$ cat src/rtl/uart_arb_pkg.sv
// Purpose: shared FSM encoding and sizing helper for the uart_tx round-robin arbiter.
// Latency: n/a (declarations only).
// Backpressure: n/a (declarations only).
package uart_arb_pkg;

    typedef logic [1:0] arb_state_t;

    // Fixed encodings so existing state decoders and probes keep working.
    localparam arb_state_t IDLE      = 2'd0;
    localparam arb_state_t START     = 2'd1;
    localparam arb_state_t WAIT_DONE = 2'd2;

    // Index width for a requester count; never narrower than one bit.
    function automatic int idx_w(input int n);
        return (n > 1) ? $clog2(n) : 1;
    endfunction

endpackage

$ cat src/rtl/uart_tx_arbiter_rr_pick.sv
// Purpose: combinational round-robin pick of the first set request at or after a pointer.
// Latency: 0 cycles (pure combinational).
// Backpressure: none; the caller decides when the pick is consumed.
//
// Ports:
//   req      requests, one bit per requester
//   pointer  highest-priority index this round
//   valid    any request set
//   index    chosen requester (0 when valid is low)
module rr_pick #(
    parameter int NUM_REQ = 4,
    parameter int IDX_W   = 2
) (
    input  logic [NUM_REQ-1:0] req,
    input  logic [IDX_W-1:0]   pointer,
    output logic               valid,
    output logic [IDX_W-1:0]   index
);

    logic [IDX_W-1:0] cand;

    // Walk offsets from farthest to nearest so the nearest set request
    // (lowest offset from pointer) is the last and winning assignment.
    always_comb begin
        valid = 1'b0;
        index = '0;
        cand  = '0;
        for (int off = NUM_REQ - 1; off >= 0; off--) begin
            cand = IDX_W'((int'(pointer) + off) % NUM_REQ);
            if (req[cand]) begin
                valid = 1'b1;
                index = cand;
            end
        end
    end

endmodule

$ cat src/rtl/uart_tx_arbiter.sv
// Purpose: round-robin sharing of one uart_tx between NUM_REQ byte requesters.
// Latency: req -> grant 1 cycle; grant -> uart_start 1 cycle; uart_done -> next grant 2 cycles.
// Backpressure: holds each byte until uart_tx reports done; requests wait while busy.
//
// Ports:
//   clk, reset           clock and synchronous active-low reset
//   req, req_data        per-requester level request and byte lane
//   grant, done          one-cycle pulses: byte captured / byte sent
//   owner, arb_busy      current/last owner, transfer in progress
//   uart_start/data      to uart_tx; uart_busy/uart_done from uart_tx
//   timeout_err          watchdog abort pulse
// Optional watchdog: define UART_ARB_TIMEOUT_EN (otherwise timeout_err stays 0).
module uart_tx_arbiter
    import uart_arb_pkg::*;
#(
    parameter  int NUM_REQ     = 4,
    parameter  int DATA_W      = 8,
    parameter  int TIMEOUT_CYC = 4096,
    localparam int IDX_W       = idx_w(NUM_REQ)
) (
    input  logic                      clk,
    input  logic                      reset,
    input  logic [NUM_REQ-1:0]        req,
    input  logic [NUM_REQ*DATA_W-1:0] req_data,
    output logic [NUM_REQ-1:0]        grant,
    output logic [NUM_REQ-1:0]        done,
    output logic [IDX_W-1:0]          owner,
    output logic                      arb_busy,
    output logic                      uart_start,
    output logic [DATA_W-1:0]         uart_data,
    input  logic                      uart_busy,
    input  logic                      uart_done,
    output logic                      timeout_err
);

    arb_state_t        state;
    logic [IDX_W-1:0]  pointer;
    logic              pick_vld;
    logic [IDX_W-1:0]  pick_idx;
    logic [DATA_W-1:0] pick_dat;
    logic [IDX_W-1:0]  next_ptr;
    logic              wd_fire;

    rr_pick #(
        .NUM_REQ (NUM_REQ),
        .IDX_W   (IDX_W)
    ) u_rr_pick (
        .req     (req),
        .pointer (pointer),
        .valid   (pick_vld),
        .index   (pick_idx)
    );

    always_comb begin
        pick_dat = '0;
        for (int i = 0; i < NUM_REQ; i++) begin
            if (pick_idx == IDX_W'(i)) begin
                pick_dat = req_data[i*DATA_W +: DATA_W];
            end
        end
    end

    assign next_ptr = (owner == IDX_W'(NUM_REQ - 1)) ? '0 : owner + 1'b1;

`ifdef UART_ARB_TIMEOUT_EN
    localparam int WD_W = $clog2(TIMEOUT_CYC) + 1;
    logic [WD_W-1:0] wd_cnt;

    // Held at zero in IDLE, so it starts from zero on every entry to START.
    always_ff @(posedge clk) begin
        if (!reset || state == IDLE) begin
            wd_cnt <= '0;
        end else begin
            wd_cnt <= wd_cnt + 1'b1;
        end
    end

    // A completion arriving on the expiry cycle wins over the abort.
    assign wd_fire = (state != IDLE) && (wd_cnt == WD_W'(TIMEOUT_CYC - 1)) &&
                     !(state == WAIT_DONE && uart_done);
`else
    logic unused_timeout_cfg;
    assign unused_timeout_cfg = (TIMEOUT_CYC > 0);
    assign wd_fire = 1'b0;
`endif

    always_ff @(posedge clk) begin
        if (!reset) begin
            state       <= IDLE;
            pointer     <= '0;
            owner       <= '0;
            uart_data   <= '0;
            grant       <= '0;
            done        <= '0;
            arb_busy    <= 1'b0;
            uart_start  <= 1'b0;
            timeout_err <= 1'b0;
        end else begin
            grant       <= '0;
            done        <= '0;
            timeout_err <= 1'b0;
            case (state)
                IDLE: begin
                    if (pick_vld) begin
                        uart_data <= pick_dat;
                        owner     <= pick_idx;
                        grant     <= NUM_REQ'(1) << pick_idx;
                        arb_busy  <= 1'b1;
                        state     <= START;
                    end
                end
                START: begin
                    // Registered start: rises the cycle after grant, drops on the
                    // edge where uart_tx reports busy.
                    if (uart_busy) begin
                        uart_start <= 1'b0;
                        state      <= WAIT_DONE;
                    end else begin
                        uart_start <= 1'b1;
                    end
                end
                WAIT_DONE: begin
                    uart_start <= 1'b0;
                    if (uart_done) begin
                        done     <= NUM_REQ'(1) << owner;
                        pointer  <= next_ptr;
                        arb_busy <= 1'b0;
                        state    <= IDLE;
                    end
                end
                default: begin
                    uart_start <= 1'b0;
                    arb_busy   <= 1'b0;
                    state      <= IDLE;
                end
            endcase
            if (wd_fire) begin
                timeout_err <= 1'b1;
                uart_start  <= 1'b0;
                pointer     <= next_ptr;
                arb_busy    <= 1'b0;
                state       <= IDLE;
            end
        end
    end

endmodule

$ cat config.mk
export PLATFORM = sky130hd
export DESIGN_NAME = uart_tx_arbiter
export DESIGN_NICKNAME = d
export VERILOG_FILES = /design/src/rtl/uart_arb_pkg.sv /design/src/rtl/uart_tx_arbiter_rr_pick.sv /design/src/rtl/uart_tx_arbiter.sv
export SDC_FILE = /design/constraint.sdc
export NUM_CORES = 1
export LEC_CHECK = 0
export CELL_PAD_IN_SITES_DETAIL_PLACEMENT = 0
export CELL_PAD_IN_SITES_GLOBAL_PLACEMENT = 2
export CORE_MARGIN = 2
export CORE_UTILIZATION = 20
export DETAILED_ROUTE_END_ITERATION = 10
export PLACE_DENSITY_LB_ADDON = 0.1
export SYNTH_ARGS = -nofsm -noshare
export SYNTH_HDL_FRONTEND = slang
export SYNTH_SLANG_ARGS = --single-unit
$ cat constraint.sdc
create_clock -name clk -period 1.9 [get_ports clk]
set_input_delay 0.38 -clock clk [delete_from_list [all_inputs] [get_ports clk]]
set_output_delay 0.38 -clock clk [all_outputs]
set_load 0.02 [all_outputs]
# After elaboration in Yosys (flattened, before gate mapping)
# Cells that the tools add are included.
[op_classes]
reduce_logical = 8
addsub = 4
shifts = 2
eq_ne = 9
n_lt_le_gt_ge = 4
bitwise_logic = 1
mux = 30
[ops]
columns = ["cell", "n"]
rows = [
  ["two-way mux 8 bit", 4],
  ["two-way mux 2 bit", 8],
  ["less-than comparator 2 x 3 -> 1 bit, second input constant", 4],
  ["AND reduction 3 bit", 4],
  ["two-way mux 1 bit", 11],
  ["binary-select mux 1 bit (select 2 bit)", 4],
  ["== test 2 bit, second input constant", 4],
  ["<< shifter 1 x 2 -> 4 bit, first input constant", 2],
  ["!= test 2 bit, second input constant", 3],
  ["case mux 2 bit (3 select lines)", 1],
  ["adder 2 x 1 -> 2 bit, second input constant", 2],
  ["adder 2 bit, second input constant", 2],
  ["== test 2 x 1 -> 1 bit, second input constant", 2],
  ["logical NOT 2 bit", 2],
  ["AND reduction 2 bit", 2],
  ["case mux 1 bit (3 select lines)", 1],
  ["case mux 1 bit (2 select lines)", 1],
  ["NOT 1 bit", 1],
]
[totals]
register_bits = 24
inputBits = 40

# Longest topological paths before layout
[logic_depth]
word_depth = 12
depth_mapped = 8

# By module
# A second synthesis with hierarchy kept.
[hier_totals]
cells_unflattened = 116
hier_area_um2 = 1151.1
[by_module_without_submodules]
columns = ["module", "instances", "area_each_um2", "cells_per_inst"]
rows = [
  ["uart_tx_arbiter", 1, 1073.5, 103],
  ["rr_pick", 1, 77.6, 13],
]

# Worst setup path before layout
# OpenSTA, ideal clock, no wires.
[synth_timing]
path_type = "in2reg"
from = "input req[3]"
to = "register uart_data[0]"
slack_ps = -78
path_buffers = 3
arrival_time_ps = 1856
path_stages = 8
setup_ps = 122
cell_sequence = "clkbuf_2 > inv_1 > and2_1 > buf_4 > nor3_4 > buf_6 > mux2_4 > a221o_1"
[synth_via]
elab_chain_cells = 11
word_cells_on_any_way = 25
cone_classes = "eq/ne: 3; mux: 20; reduce/logical: 2"
[synth_lines]
columns = ["element", "line", "source"]
rows = [
  ["from (decl)", "uart_tx_arbiter.sv:23", "input logic [NUM_REQ-1:0] req,"],
  ["binary-select mux 1 bit (select 2 bit)", "uart_tx_arbiter_rr_pick.sv:30", "if (req[cand]) begin"],
  ["two-way mux 1 bit (implied by the code)", "uart_tx_arbiter_rr_pick.sv:30", ""],
  ["two-way mux 2 bit (4 in a row)", "uart_tx_arbiter_rr_pick.sv:30", ""],
  ["logical NOT 2 bit", "uart_tx_arbiter.sv:57", "if (pick_idx == IDX_W'(i)) begin"],
  ["two-way mux 8 bit (4 in a row)", "uart_tx_arbiter.sv:57", ""],
  ["to (signal assigned)", "uart_tx_arbiter.sv:105", "uart_data <= pick_dat;"],
  ["to (decl)", "uart_tx_arbiter.sv:30", "output logic [DATA_W-1:0] uart_data,"],
]
# Parallel ways exist; a longest one is shown, timed or not. The select of a mux whose other input is x is not followed.
# A chain may end at the register's enable or synchronous reset.

# Worst setup path in the final report
[layout_timing]
from = "input req[0]"
to = "register uart_data[2]"
# The elaborated chain is that of the path after synthesis.

==> impl_metrics.yaml <==
sta:
  final-setup-viol-count: 0
  setup_slack_ps: 50.3
  setup_tns_ps: 0
  hold_viol: 0
  fin_crit_ps: 1850
  slew_violations: 0
  fmax_mhz: 541
  fin_crit_sh_pct: 97.4
  clock_skew_ps: 5.85
power:
  power.total_mw: 1.41
  p_per_area_nw_per_um2: 644
  p_leak_nw: 0.859
  vdd_drop_max_mv: 0.391
synth:
  syn_avg_cell_area_sq_um: 9.69
  synth_ff_type: "dfxtp_1"
  syn-cell-area_sq_um: 1240
  yosys_register_bits: 24
  synth_compound_area_share_pct: 23.1
  synth_top_family_by_area: "compound AO/OA/AOI/OAI gates"
  synth_fp_nets: 169
  synth_mux_area_share_pct: 12.8
  seq_area_frac_synth_pct: 38.7
  synth_fa_ha_area_share_pct: 1.01
  synthArstFlopShare_pct: 0
  ys_warn_count: 0
  synth-edff-count: 0
  netlist_instances: 128
  synth-xor-area-share_pct: 0
  synth.distinct_cells: 37
  synthSimpleGateAreaFrac_pct: 19.4
critical_path:
  required_ps: 2060
  crit_top_cell: "and2_1"
  r2r-end: "uart_data[2]"
  r2r_slack_ps: 70
  cp-end-kind: "register"
  critical_path_class: "input pin to register"
  cp-start-kind: "input pin"
  cp_top_family: "simple AND/OR/NAND/NOR gates"
  arrival_ps: 2010
  crit_path_max_incr_delay_ps: 330
  crit_path_cell_trace: "dlygate4sd2_1, and2_1, and2_1, nor3_4, buf_4, mux2_2, a221o_1"
  critPathMaxFanout: 3
  ff2ff_path_depth: 6
  reg2reg_from: "pointer[1]"
  crit_buf_inv: 2
  cp_slowest_cell: "mux2_2"
global_route:
  grt_max_degree: 15
  grt_use_total_pct: 11.5
  grt_pass1_wl_mm: 5.95
  overflow: 0
  antenna_found_initial: 0
  grt_pass1_vias: 1230
floorplan:
  floorplan.initialDensity_pct: 20.8
  core-area_sq_um: 5960
  pin_count: 61
  die_area_sq_um: 6850
  num_rows: 28
  die_h_um: 82.7
  die_w_um: 82.7
flow_run:
  max_cap_violations: 0
run_status:
  status: "finished, final reports clean"
place:
  placed_area_sq_um: 2070
  dp_hpwl_mm: 3.12
  port_buffers: 59
  dp_cells: 281
  dp_slack_ps: -467
  place_congestion: 0.719
final_layout:
  drive_above_1_share_pct: 24.2
  multi_input_comb_area_sq_um: 736
  area_growth_pct: 76.5
  stdcell_area_sq_um: 2190
  final_nets: 253
  regArea_sq_um: 484
  layout.cells.non_filler: 286
  nFillCells: 640
  n_antenna_cell: 0
route:
  antenna_left: 0
  dr.pass1.iters: 4
  drtIter0Drc: 16
  drc: 0
  wire_per_inst_um: 13.4
  vias: 1275
  routed_wirelength_mm: 3.83
  vias_per_cell: 4.46
cts:
  cts_tree: "done"
  cts_inserted_buffers: 3
  htreeDepth: 1
  root_buffer: "clkbuf_8"
  clock_path_buffers: 2
  hold_buffers: 0
  clk_latency_ps: 270
  clock-sinks: 24
  clk_pin_slew_worst_paths_ps: 90
worst_hold_path:
  min_from: "uart_start"
  hold_class: "register to register"
  whs_path_depth: 1
  hold-path-endpoint: "uart_start"
[timing repair]
action	CTS	global route
pin swaps	1	1
buffers inserted	1	0
endpoints found under the setup margin	8	7
gates resized for setup	9	4
[kinds of logic (layout without fill, tap and decap cells)]
group / count (synthesis) / in the layout
AO/OA/AOI/OAI: 37 / 37
adder cells (fa/ha/maj): 1 / 1
buffers and inverters: 11 / 94
flip-flops: 24 / 24
multiplexers: 13 / 13
other: 1 / 1
AND/OR/NAND/NOR: 41 / 41
[synth_stat cells (3+ instances only)]
library cell,count,area [sq um]
nor2_1,9,33.8
mux2_4,5,75.1
and2_1,4,25.0
inv_1,5,18.8
dfxtp_1,24,480
nand2_1,3,11.3
nand4_1,8,50.1
a221o_1,8,80.1
a21oi_1,9,45.0
nor3_1,5,25.0
o31ai_1,8,60.1
mux2_2,3,33.8
mux2i_1,5,50.1
[state kept, by name (all words and copies together) (netlist names)]
register    count
uart_start      1
owner           2
uart_data       8
grant           4
arb_busy        1
pointer         2
done            4
state           2
[how the worst max path moves through the flow]
| stage | start | to | slack [ps] | cells past startpoint |
|---|---|---|---|---|
| 6_report | req[0] | uart_data[2] | 50 | 7 |
| 5_1_grt | req[0] | uart_data[5] | -9 | 7 |
| 4_1_cts | req[0] | uart_data[5] | 30 | 7 |
| 3_5_place_dp | req[2] | uart_data[5] | -470 | 7 |
| 3_3_place_gp | req[1] | uart_data[0] | -410 | 6 |
| 2_1_floorplan | req[3] | uart_data[0] | 6 | 8 |
[cell usage in the layout, fill, tap and decap left out, drive strengths merged]
master,Yosys,layout
o31ai,8,8
ha,1,1
a21o,2,2
nor3,6,6
dlygate4sd2,0,4
nand4,8,8
dfxtp,24,24
a31oi,1,1
inv,5,5
a21boi,2,2
nor2b,2,2
o21a,2,2
clkbuf,3,3
bufinv,0,1
clkdlybuf4s50,0,55
or2,1,1
mux2,8,8
o2bb2ai,1,1
a21oi,10,10
nor2,11,11
buf,3,26
nand2,3,3
conb,1,1
nand2b,1,1
nor4,2,2
a221o,8,8
o211ai,1,1
o21bai,1,1
and2,4,4
and4,1,1
nor3b,2,2
a211oi,1,1
mux2i,5,5
[metrics by stage]
stage / hold WS (ps) / util [%]
3_3_place_gp: 436 / 34.8
4_1_cts: 468 / 36.4
5_1_grt: 487 / 36.7
3_5_place_dp: 445 / 34.8
6_report: 461 / 36.7
2_1_floorplan: 502 / -
[report_power, final]
part	internal, mW	switching, mW	leakage (nW)
registers	0.536	0.0259	0.197
logic	0.232	0.164	0.626
clock network	0.282	0.170	0.0357
[metal layers]
metal	global-route usage (%)	vias up	share of wire (%)	wire, um
met5	0	-	0	0
met4	4.43	0	1.1	41
met3	1.96	2	5.8	224
met2	17.6	43	46	1770
met1	16.1	578	47	1800
li1	-	652	-	-
[cell type report]
type,instances,share of cell area [%]
tap,75,4.29
sequential,24,22.1
clock buffer,3,1.89
multi-input combinational,93,33.6
clock inverter,1,1.37
inverter,5,0.858
timing repair buffer,85,35.8
No activity file was read; power rests on OpenSTA's default activity.
